**config.mk**
```make
export PLATFORM = sky130hd
export DESIGN_NAME = complex_acc
export DESIGN_NICKNAME = d
export VERILOG_FILES = /design/src/rtl/complex_acc_pkg.sv /design/src/rtl/complex_add_ext.sv /design/src/rtl/complex_acc.sv
export SDC_FILE = /design/constraint.sdc
export NUM_CORES = 1
export LEC_CHECK = 0
export ABC_AREA = 0
export ABC_CLOCK_PERIOD_IN_PS = 3500
export BUFFER_PORTS_ARGS = -buffer_cell sky130_fd_sc_hd__buf_4
export CAP_MARGIN = 10
export CORE_ASPECT_RATIO = 0.6
export CORE_MARGIN = 2
export CORE_UTILIZATION = 40
export DETAILED_ROUTE_END_ITERATION = 16
export SYNTH_ARGS = -nofsm -noshare
export SYNTH_HDL_FRONTEND = slang
export SYNTH_SLANG_ARGS = --single-unit
```
**constraint.sdc**
```tcl
create_clock -name clk -period 3.5 [get_ports clk]
set_clock_uncertainty 0.15 [all_clocks]
set_input_delay 0.525 -clock clk [delete_from_list [all_inputs] [get_ports clk]]
set_output_delay 0.525 -clock clk [all_outputs]
set_load 0.05 [all_outputs]
```
**src/rtl/complex_acc_pkg.sv**
```systemverilog
// Shared definitions for the complex accumulator and its upstream complex multiplier.
package complex_acc_pkg;

  // Accumulator FSM state encoding.
  typedef logic [0:0] state_t;
  localparam state_t ACC  = 1'b0;
  localparam state_t HOLD = 1'b1;

  // Packed complex bus: real part in the low half, imaginary part above it.
  localparam int unsigned REAL_LSB = 0;

  // Width of one product component for a given multiplier operand width.
  function automatic int unsigned comp_width(int unsigned size);
    return 3 * size / 2;
  endfunction

  // Bit offset of the imaginary component inside a packed product bus.
  function automatic int unsigned imag_lsb(int unsigned size);
    return REAL_LSB + comp_width(size);
  endfunction

  // Accumulator component width: product component plus guard bits.
  function automatic int unsigned acc_width(int unsigned size, int unsigned guard);
    return comp_width(size) + guard;
  endfunction

endpackage

```
**src/rtl/complex_add_ext.sv**
```systemverilog
// Combinational sign-extend-and-add of a packed complex product onto a packed accumulator.
module complex_add_ext
  import complex_acc_pkg::*;
#(
  parameter int unsigned SIZE  = 16,
  parameter int unsigned ACC_W = 27
) (
  input  logic [3*SIZE-1:0]  sample,
  input  logic [2*ACC_W-1:0] acc,
  output logic [2*ACC_W-1:0] sum
);

  localparam int unsigned IN_W   = comp_width(SIZE);
  localparam int unsigned IM_LSB = imag_lsb(SIZE);

  logic signed [IN_W-1:0]  re_in;
  logic signed [IN_W-1:0]  im_in;
  logic signed [ACC_W-1:0] re_ext;
  logic signed [ACC_W-1:0] im_ext;
  logic signed [ACC_W-1:0] re_acc;
  logic signed [ACC_W-1:0] im_acc;
  logic signed [ACC_W-1:0] re_sum;
  logic signed [ACC_W-1:0] im_sum;

  assign re_in  = sample[REAL_LSB +: IN_W];
  assign im_in  = sample[IM_LSB +: IN_W];

  // Signed casts widen with the sign bit replicated.
  assign re_ext = ACC_W'(re_in);
  assign im_ext = ACC_W'(im_in);

  assign re_acc = acc[ACC_W-1:0];
  assign im_acc = acc[2*ACC_W-1:ACC_W];

  // Real and imaginary adders operate independently.
  assign re_sum = re_acc + re_ext;
  assign im_sum = im_acc + im_ext;

  assign sum    = {im_sum, re_sum};

endmodule

```
**src/rtl/complex_acc.sv**
```systemverilog
// Streaming complex accumulator: sums FRAME_LEN accepted products per output frame and
// presents each sum on a valid/ready handshake, flagging products dropped while busy.
module complex_acc
  import complex_acc_pkg::*;
#(
  parameter int unsigned  SIZE      = 16,
  parameter int unsigned  FRAME_LEN = 8,
  parameter int unsigned  GUARD     = 3,
  localparam int unsigned ACC_W     = acc_width(SIZE, GUARD),
  localparam int unsigned CNT_W     = $clog2(FRAME_LEN + 1)
) (
  input  logic               clk,
  input  logic               rst_n,
  input  logic               in_valid,
  input  logic [3*SIZE-1:0]  in_data,
  output logic               in_ready,
  input  logic               clear,
  output logic               out_valid,
  input  logic               out_ready,
  output logic [2*ACC_W-1:0] out_data,
  output logic [CNT_W-1:0]   count,
  output logic               overrun
);

  // Reject parameter sets that could overflow the accumulator or split the bus unevenly.
  if (FRAME_LEN < 1 || GUARD > 30 || FRAME_LEN > (32'd1 << GUARD)) begin : g_bad_frame_len
    $error("complex_acc: FRAME_LEN must lie in 1..2**GUARD");
  end
  if (SIZE < 2 || (SIZE % 2) != 0) begin : g_bad_size
    $error("complex_acc: SIZE must be even and at least 2");
  end

  localparam logic [CNT_W-1:0] LAST = CNT_W'(FRAME_LEN - 1);

  state_t             state_q, state_d;
  logic [2*ACC_W-1:0] acc_q, acc_d;
  logic [CNT_W-1:0]   count_q, count_d;
  logic               out_valid_q, out_valid_d;
  logic [2*ACC_W-1:0] out_data_q, out_data_d;
  logic               overrun_q, overrun_d;

  logic [2*ACC_W-1:0] acc_base;
  logic [2*ACC_W-1:0] acc_sum;
  logic               accept;

  assign in_ready = !out_valid_q;
  assign accept   = in_valid && in_ready;

  // First product of a frame loads directly so no stale partial sum can leak in.
  assign acc_base = (count_q == '0) ? '0 : acc_q;

  complex_add_ext #(
    .SIZE  (SIZE),
    .ACC_W (ACC_W)
  ) u_add (
    .sample (in_data),
    .acc    (acc_base),
    .sum    (acc_sum)
  );

  // Next-state logic: clear overrides everything, including a same-cycle accept or handshake.
  always_comb begin
    state_d     = state_q;
    acc_d       = acc_q;
    count_d     = count_q;
    out_valid_d = out_valid_q;
    out_data_d  = out_data_q;
    overrun_d   = overrun_q;

    if (clear) begin
      state_d     = ACC;
      acc_d       = '0;
      count_d     = '0;
      out_valid_d = 1'b0;
      overrun_d   = 1'b0;
    end else begin
      if (in_valid && !in_ready) begin
        overrun_d = 1'b1;
      end
      case (state_q)
        ACC: begin
          if (accept) begin
            if (count_q == LAST) begin
              out_data_d  = acc_sum;
              out_valid_d = 1'b1;
              acc_d       = '0;
              count_d     = '0;
              state_d     = HOLD;
            end else begin
              acc_d   = acc_sum;
              count_d = count_q + CNT_W'(1);
            end
          end
        end
        HOLD: begin
          if (out_ready) begin
            out_valid_d = 1'b0;
            state_d     = ACC;
          end
        end
        default: begin
          state_d = ACC;
        end
      endcase
    end
  end

  // State registers with asynchronous active-low reset.
  always_ff @(posedge clk or negedge rst_n) begin
    if (!rst_n) begin
      state_q     <= ACC;
      acc_q       <= '0;
      count_q     <= '0;
      out_valid_q <= 1'b0;
      out_data_q  <= '0;
      overrun_q   <= 1'b0;
    end else begin
      state_q     <= state_d;
      acc_q       <= acc_d;
      count_q     <= count_d;
      out_valid_q <= out_valid_d;
      out_data_q  <= out_data_d;
      overrun_q   <= overrun_d;
    end
  end

  assign out_valid = out_valid_q;
  assign out_data  = out_data_q;
  assign count     = count_q;
  assign overrun   = overrun_q;

endmodule

```
==> results of run 1 <==
==> power groups by stage <==
stage	Sequential [W]	Clock [W]	Combinational (W)
6_report	0.00142	0.00181	0.000938
4_1_cts	0.00142	0.00185	0.000836
3_3_place_gp	0.00145	0	0.000828
2_1_floorplan	0.00145	0	0.000523
5_1_grt	0.00143	0.00192	0.00102
3_5_place_dp	0.00144	0	0.000828
==> cells by family after synthesis <==
| family | Yosys count | share of synthesized area |
|---|---|---|
| simple gates | 300 | 0.187 |
| xor+xnor | 46 | 0.0524 |
| fa+ha+maj | 56 | 0.0930 |
| buf+inv | 60 | 0.0340 |
| flops | 115 | 0.374 |
| compound gates | 251 | 0.229 |
| mux | 21 | 0.0302 |
==> worst register-to-register path, stage by stage, from the launching register on <==
cell,delay (ns)
dfrtp_2,0.42
inv_2,0.09
ha_4,0.12
nor3b_4,0.25
buf_6,0.17
nor2b_4,0.05
ha_4,0.16
fa_2,0.37
a211oi_2,0.22
o21bai_2,0.11
o211a_4,0.26
or2_4,0.28
a211oi_4,0.34
xnor2_2,0.13
mux2_4,0.27
==> through the flow <==
stage                     TNS [ns]  std cells
after CTS                        0       1252
after global routing        -0.290       1266
after global placement           0       1219
after detailed placement   -0.0201       1219
final                     -0.00715       1266
after floorplan            -0.0254        849
==> path summary, 6_finish.rpt <==
kind                       slack, ns                        to  cells past startpoint                 start
max in group asynchronous       2.34  out_data[14]$_DFFE_PN0P_                      2                 rst_n
min in group clk                0.16         state_q$_DFF_PN0_                      2             out_ready
setup / recovery              -0.007  out_data[22]$_DFFE_PN0P_                     14  count[1]$_DFFE_PN0P_
hold reg to reg                 0.32     out_valid$_DFFE_PN0P_                      1     state_q$_DFF_PN0_
setup reg to reg              -0.007  out_data[22]$_DFFE_PN0P_                     14  count[1]$_DFFE_PN0P_
hold / removal                -0.007  out_data[31]$_DFFE_PN0P_                      1                 rst_n
==> area by class of cell <==
| class | instances | area [um2] |
|---|---|---|
| multi-input combinational | 674 | 4880 |
| clock inverter | 13 | 158 |
| fill | 1733 | 8770 |
| sequential | 115 | 2880 |
| clock buffer | 19 | 443 |
| timing repair buffer | 183 | 1430 |
| tap | 246 | 308 |
| inverter | 16 | 60.1 |
==> sequential cells by signal, summed over array words and instances, names as in the netlist <==
name / count
out_data: 54
acc_q: 54
state_q: 1
count: 4
out_valid: 1
overrun: 1
==> synthesized netlist by cell type (all sizes together), types with 3 or more instances <==
| cell type | number | area share |
|---|---|---|
| a221oi | 5 | 0.0073 |
| inv | 16 | 0.0078 |
| o21ai | 52 | 0.035 |
| a211oi | 8 | 0.0098 |
| clkbuf | 32 | 0.016 |
| nand4 | 19 | 0.015 |
| o211ai | 11 | 0.011 |
| and3 | 4 | 0.0033 |
| ha | 54 | 0.088 |
| o22ai | 3 | 0.0024 |
| mux2i | 3 | 0.0039 |
| o21a | 13 | 0.013 |
| o21bai | 8 | 0.0093 |
| nor2 | 42 | 0.020 |
| dfrtp | 115 | 0.37 |
| xor2 | 16 | 0.018 |
| o31ai | 6 | 0.0072 |
| or2 | 5 | 0.0041 |
| buf | 12 | 0.010 |
| xnor2 | 30 | 0.034 |
| a31oi | 3 | 0.0024 |
| nor3 | 9 | 0.0065 |
| a21o | 23 | 0.023 |
| a21oi | 58 | 0.038 |
| nand2 | 129 | 0.063 |
| nor2b | 55 | 0.045 |
| mux2 | 18 | 0.026 |
| nor3b | 3 | 0.0036 |
| a22o | 36 | 0.041 |
| or3 | 7 | 0.0057 |
| o41ai | 3 | 0.0054 |
| nand3 | 16 | 0.010 |
| a21boi | 5 | 0.0049 |
| nand2b | 6 | 0.0049 |
==> metal layers <==
metal	wire (um)	GRT usage	part of all wire	vias up
met5	0	0	0	-
met4	199	0.0539	0.0086	0
met3	1450	0.0474	0.063	23
met2	8710	0.292	0.38	234
met1	12800	0.374	0.55	3341
li1	-	-	-	3371
==> timing repair <==
item / CTS / global route
resized for setup: 2 / 68
buffers inserted: 1 / 13
gates cloned: 0 / 1
pin swaps: 1 / 28
setup endpoints to repair: 4 / 46
==> flow_metrics.tcl, run 1 <==
set metrics [dict create \
    cts_root_buf "clkbuf_16" \
    synthArstFlopShare 1.00 \
    outcome "finished with violations" \
    hold_buffers 0 \
    power.switching_w 0.00124 \
    report.final.setup_viol 1 \
    final_cell_area_um2 10200 \
    hpwl_um 16500 \
    nNetsFinal 1116 \
    crit_path_top_delay_cell "dfrtp_2" \
    slew_headroom 0.545 \
    synth_cell_type_count 68 \
    globalRouteOverflowTotal 0 \
    fin_ws_ns -0.00715 \
    grt_pass1_wl_um 36200 \
    insertedDiodeCount 0 \
    vias 6969 \
    cts.clk_slew.worst_paths_ns 0.06 \
    via_per_inst 5.50 \
    htreeDepth 4 \
    hold_viol 3 \
    core_area_um2 18900 \
    rsz0062_at_grt "true" \
    power.total_w 0.00417 \
    die_x_um 183 \
    avgSynthCellArea_um2 9.06 \
    drv_cap 0 \
    worst-path-max-fanout 5 \
    path_cells "inv_2 > ha_4 > nor3b_4 > buf_6 > nor2b_4 > ha_4 > fa_2 > a211oi_2 > o21bai_2 > o211a_4 > or2_4 > a211oi_4 > xnor2_2 > mux2_4" \
    final_common_cell "buf_4" \
    crit_arrival_ns 3.66 \
    p_clk_frac 0.434 \
    path_buf_inv 2 \
    antenna_found_initial 0 \
    p_int_w 0.00294 \
    p_sw_frac 0.297 \
    synth_ff_type "dfrtp_1" \
    syn_inst 849 \
    cp-end-kind "flop" \
    synth_seq_cells 115 \
    mostFrequentLayoutCells "buf_4 (175), nand2_1 (127), dfrtp_1 (113)" \
    dr.pass1.iters 5 \
    globalRouteTotalUtil 0.227 \
    ant_nets 0 \
    cts_sinks 115 \
    crit_family "compound AO/OA/AOI/OAI gates" \
    area_growth_pct 32.0 \
    die_y_um 111 \
    cp-start-kind "flop" \
    pwr-share-comb 0.225 \
    hold_slack_ns -0.00683 \
    ys_warn_count 0 \
    clockBufferDepth 2 \
    insertion_delay_ns 0.42 \
    leakage_nw 4.94 \
    dieArea_um2 20400 \
    grt_pass1_vias 6635 \
    routabilityCongestion 0.919 \
    wire_per_inst_um 18.3 \
    synth_edf_count 0 \
    route.detailed.drc 0 \
    numCtsBuffers 17 \
    start_util 0.406 \
    place_ws_ns -0.0201 \
    powerDensity_nw_per_um2 411 \
    drive_above_1_share 0.300 \
    fin_crit_sh 1.00 \
    fp-row-count 39 \
    drt_iter0_drc 509 \
    worstMarginPinSlew_ns 0.680 \
    path_class "reg2reg" \
    synth_area_um2 7690 \
    drt_wl_total_um 23200 \
    max_stage_delay_ns 0.42 \
    portBuffers 113 \
    hold_path.class "in2async" \
    ys_seq_area_frac 0.374 \
    grt_max_degree 53 \
    worstPathRequired_ns 3.65 \
    fin_crit_ns 3.51 \
    ioPinCount 114 \
    place_area_um2 9110 \
    violations "hold timing, setup timing" \
    vdd_drop_max_v 0.000331 \
    drv_slew 0 \
    utilization 0.537 \
    fmaxAchievable_mhz 285 \
    p_seq_frac 0.341 \
    tritoncts "yes" \
    synth_fp_nets 958 \
    worst_path_most_repeated_cell "ha_4" \
]
Power figures use the tool's default switching activity.
==> inputs of run 2 (changes only) <==
--- a/config.mk
+++ b/config.mk
@@ -10,7 +10,7 @@
 export BUFFER_PORTS_ARGS = -buffer_cell sky130_fd_sc_hd__buf_4
 export CAP_MARGIN = 10
 export CORE_ASPECT_RATIO = 0.6
-export CORE_MARGIN = 2
+export CORE_MARGIN = 5
 export CORE_UTILIZATION = 40
 export DETAILED_ROUTE_END_ITERATION = 16
 export SYNTH_ARGS = -nofsm -noshare
==> flow_metrics.tcl, run 2 (same netlist as run 1, synthesis figures left out) <==
set metrics [dict create \
    clockBufferDepth 2 \
    globalRouteTotalUtil 0.208 \
    crit_arrival_ns 3.61 \
    tritoncts "yes" \
    fin_crit_ns 3.45 \
    drv_cap 0 \
    cts_sinks 115 \
    grt_pass1_vias 6593 \
    path_class "reg2reg" \
    mostFrequentLayoutCells "buf_4 (178), nand2_1 (127), dfrtp_1 (113)" \
    place_ws_ns 0.00682 \
    grt_pass1_wl_um 36800 \
    powerDensity_nw_per_um2 428 \
    route.detailed.drc 0 \
    wire_per_inst_um 18.6 \
    hold_path.class "in2async" \
    slew_headroom 0.513 \
    nNetsFinal 1120 \
    drv_slew 0 \
    leakage_nw 5.03 \
    fin_crit_sh 0.985 \
    cts.clk_slew.worst_paths_ns 0.06 \
    report.final.setup_viol 0 \
    routabilityCongestion 0.928 \
    htreeDepth 4 \
    tns_ns 0 \
    cp-start-kind "flop" \
    area_growth_pct 33.9 \
    rrSetupSlack_ns 0.05 \
    drt_iter0_drc 565 \
    ant_nets 0 \
    fmaxAchievable_mhz 290 \
    numCtsBuffers 17 \
    core_area_um2 19000 \
    dieArea_um2 22200 \
    dr.pass1.iters 5 \
    final_cell_area_um2 10300 \
    drt_wl_total_um 23600 \
    outcome "finished with violations" \
    insertedDiodeCount 0 \
    fin_ws_ns 0.0538 \
    hold_viol 7 \
    vdd_drop_max_v 0.000340 \
    worst-path-max-fanout 7 \
    cp-end-kind "flop" \
    rsz0062_at_grt "true" \
    insertion_delay_ns 0.43 \
    worstMarginPinSlew_ns 0.731 \
    violations "hold timing" \
    worstPathRequired_ns 3.66 \
    start_util 0.405 \
    hpwl_um 17100 \
    drive_above_1_share 0.306 \
    grt_max_degree 53 \
    globalRouteOverflowTotal 0 \
    antenna_found_initial 0 \
    final_common_cell "buf_4" \
    place_area_um2 9130 \
    hold_slack_ns -0.00674 \
    cts_root_buf "clkbuf_16" \
    ioPinCount 114 \
    die_y_um 117 \
    fp-row-count 39 \
    vias 7021 \
    portBuffers 113 \
    via_per_inst 5.53 \
    die_x_um 189 \
]
run 2: changes by cell type in the layout (fill, tap and decap cells not counted), sizes merged:
cell	delta
bufinv	+3
clkinvlp	-3
clkbuf	+3
clkinv	-2
buf	+5
inv	-2
run 2: worst paths after layout:
| path | startpoint | end | cells after the start |
|---|---|---|---|
| max | count[1]$_DFFE_PN0P_ | out_data[22]$_DFFE_PN0P_ | 15 |
| min | rst_n | out_data[30]$_DFFE_PN0P_ | 1 |
| max reg2reg | count[1]$_DFFE_PN0P_ | out_data[22]$_DFFE_PN0P_ | 15 |
| min reg2reg | state_q$_DFF_PN0_ | out_valid$_DFFE_PN0P_ | 1 |
| max in group asynchronous | rst_n | acc_q[46]$_DFFE_PN0P_ | 2 |
| min in group clk | out_ready | state_q$_DFF_PN0_ | 2 |
run 2: through the flow:
step | std cells | hold WS, ns | util | power, W
3_3_place_gp | 1222 | 0.305 | 0.481 | 0.00227
6_report | 1270 | -0.00674 | 0.543 | 0.00441
3_5_place_dp | 1222 | 0.307 | 0.481 | 0.00228
4_1_cts | 1254 | 0.0210 | 0.517 | 0.00435
2_1_floorplan | 849 | 0.0794 | - | 0.00198
5_1_grt | 1270 | 0.0539 | 0.543 | 0.00460
run 2: area by class of cell:
cell class,instances,area [um2]
clock buffers,23,488
clock inverters,9,198
fillers,1698,8680
inverters,16,60.1
multi-input cells,674,4910
flip-flops and latches,115,2880
well taps,246,308
repair buffers,187,1450
run 2: timing repair:
action,in CTS,in global routing
hold buffers,0,0
setup endpoints to repair,0,46
resized for setup,0,78
setup buffers,0,15
run 2: worst max-delay path, cell delays in order, from the launching register on:
cell and delay, ns:
dfrtp_2 0.43, inv_2 0.08, ha_4 0.11, nor3b_4 0.26, buf_4 0.17, buf_8 0.12
nor2b_1 0.05, ha_1 0.30, buf_6 0.13, o211ai_1 0.30, o21bai_4 0.09, o211a_4 0.26
or2_4 0.25, a211oi_4 0.24, xnor2_2 0.11, mux2_4 0.26
run 2: metal layers:
layer / share of wire / vias to the layer above / track usage / routed length, um
met4: 0.0082 / 0 / 0.0505 / 193
met5: 0 / - / 0 / 0
met1: 0.54 / 3385 / 0.347 / 12800
li1: - / 3383 / - / -
met2: 0.38 / 230 / 0.260 / 8910
met3: 0.069 / 23 / 0.0508 / 1640
run 2: power by group:
group | leakage [nW] | switching (W) | internal (W)
clock network | 0.333 | 0.000644 | 0.00141
logic | 3.13 | 0.000532 | 0.000405
registers | 1.56 | 0.0000311 | 0.00139
==> inputs of run 3 (changes only) <==
--- a/config.mk
+++ b/config.mk
@@ -7,7 +7,7 @@
 export LEC_CHECK = 0
 export ABC_AREA = 0
 export ABC_CLOCK_PERIOD_IN_PS = 3500
-export BUFFER_PORTS_ARGS = -buffer_cell sky130_fd_sc_hd__buf_4
+export BUFFER_PORTS_ARGS = -buffer_cell sky130_fd_sc_hd__buf_2
 export CAP_MARGIN = 10
 export CORE_ASPECT_RATIO = 0.6
 export CORE_MARGIN = 5
==> flow_metrics.tcl, run 3 (same netlist as run 1, synthesis figures left out) <==
set metrics [dict create \
    fin_crit_sh 1.03 \
    leakage_nw 5.10 \
    insertedDiodeCount 0 \
    slew_headroom 0.366 \
    globalRouteOverflowTotal 0 \
    mostFrequentLayoutCells "nand2_1 (128), dfrtp_1 (113), buf_2 (112)" \
    cp-end-kind "flop" \
    routabilityCongestion 0.922 \
    hold_viol 0 \
    grt_pass1_wl_um 37500 \
    worstPathRequired_ns 3.66 \
    multi_input_area_um2 5030 \
    p_seq_frac 0.328 \
    violations "setup timing" \
    fin_ws_ns -0.100 \
    wire_per_inst_um 19.0 \
    r2r_start "count[1]$_DFFE_PN0P_" \
    via_per_inst 5.49 \
    vdd_drop_max_v 0.000338 \
    insertion_delay_ns 0.43 \
    outcome "finished with violations" \
    grt_pass1_vias 6683 \
    rr_worst_depth 14 \
    start_util 0.405 \
    tns_ns -0.251 \
    globalRouteTotalUtil 0.213 \
    fillers 1745 \
    drv_slew 0 \
    hold_path.class "in2async" \
    clockBufferDepth 2 \
    worst-path-max-fanout 4 \
    portBuffers 113 \
    crit_arrival_ns 3.76 \
    dr.pass1.iters 5 \
    core_area_um2 19000 \
    stdcell_count 1288 \
    final_common_cell "nand2_1" \
    cts_root_buf "clkbuf_16" \
    antenna_found_initial 0 \
    hpwl_um 17100 \
    cp-start-kind "flop" \
    dieArea_um2 22200 \
    cts_sinks 115 \
    drv_cap 0 \
    seqCellArea_um2 2880 \
    vias 7066 \
    fin_crit_ns 3.60 \
    grt_max_degree 71 \
    r2r_end "out_data[22]$_DFFE_PN0P_" \
    htreeDepth 4 \
    cts.clk_slew.worst_paths_ns 0.06 \
    hold_buffers 0 \
    pwr-share-comb 0.227 \
    powerDensity_nw_per_um2 423 \
    numCtsBuffers 17 \
    drt_iter0_drc 394 \
    drt_wl_total_um 24400 \
    final_cell_area_um2 10300 \
    worstMarginPinSlew_ns 0.951 \
    drive_above_1_share 0.334 \
    fp-row-count 39 \
    ioPinCount 114 \
    area_growth_pct 33.7 \
    place_inst 1236 \
    ant_nets 0 \
    power.total_w 0.00435 \
    rrSetupSlack_ns -0.10 \
    rsz0062_at_grt "true" \
    nNetsFinal 1139 \
    power.switching_w 0.00124 \
    tritoncts "yes" \
    report.final.setup_viol 6 \
    p_int_w 0.00310 \
    place_ws_ns -0.0808 \
    p_clk_frac 0.445 \
    route.detailed.drc 0 \
    die_y_um 117 \
    path_class "reg2reg" \
    die_x_um 189 \
    place_area_um2 8970 \
    p_sw_frac 0.286 \
    fmaxAchievable_mhz 278 \
]
run 3: what timing repair did:
item                                    CTS  global route
resized for setup                         6            98
cloned                                    0             1
endpoints found under the setup margin   15            36
pin swaps                                 0            44
buffers inserted                          0            21
run 3: how the worst max path moves through the flow:
stage                     slack, ns                        to            startpoint
after floorplan               -0.02  out_data[49]$_DFFE_PN0P_  count[1]$_DFFE_PN0P_
after global placement        -0.07  out_data[52]$_DFFE_PN0P_  count[1]$_DFFE_PN0P_
after detailed placement      -0.08  out_data[44]$_DFFE_PN0P_  count[1]$_DFFE_PN0P_
after CTS                     -0.03  out_data[22]$_DFFE_PN0P_  count[1]$_DFFE_PN0P_
after global routing          -0.19  out_data[49]$_DFFE_PN0P_  count[1]$_DFFE_PN0P_
final                         -0.10  out_data[22]$_DFFE_PN0P_  count[1]$_DFFE_PN0P_
run 3: critical path: stages, from the launching register on:
cell and delay (ns):
dfrtp_2 0.43, inv_2 0.08, ha_4 0.12, nor3b_4 0.29, buf_12 0.16, nor2b_4 0.04
ha_4 0.16, fa_2 0.40, a211oi_2 0.24, o21bai_2 0.09, o211a_1 0.29, or2_4 0.29
a211oi_4 0.32, xnor2_2 0.13, mux2_4 0.27
run 3: cell type report:
class / instances / share of cell area
clock buffers: 23 / 0.0484
clock inverters: 8 / 0.0144
inverters: 16 / 0.00584
multi-input cells: 674 / 0.489
repair buffers: 206 / 0.132
flip-flops and latches: 115 / 0.280
well taps: 246 / 0.0299
run 3: power by group through the flow:
stage                     clock [W]  sequential, W  combinational [W]
after detailed placement          0        0.00144           0.000829
final                       0.00194        0.00143           0.000988
after global placement            0        0.00145           0.000828
after CTS                   0.00196        0.00142           0.000843
after global routing        0.00202        0.00143            0.00107
after floorplan                   0        0.00145           0.000523
run 3: per-layer routing:
metal | vias up | global-route usage | routed length (um)
li1 | 3414 | - | -
met1 | 3438 | 0.354 | 13100
met2 | 193 | 0.262 | 9380
met3 | 21 | 0.0603 | 1690
met4 | 0 | 0.0491 | 269
met5 | - | 0 | 0
run 3: through the flow:
step / utilization / hold WS, ns
after floorplan: - / 0.0794
after global placement: 0.472 / 0.300
after detailed placement: 0.472 / 0.309
after CTS: 0.508 / 0.125
after global routing: 0.542 / 0.132
final: 0.542 / 0.0734
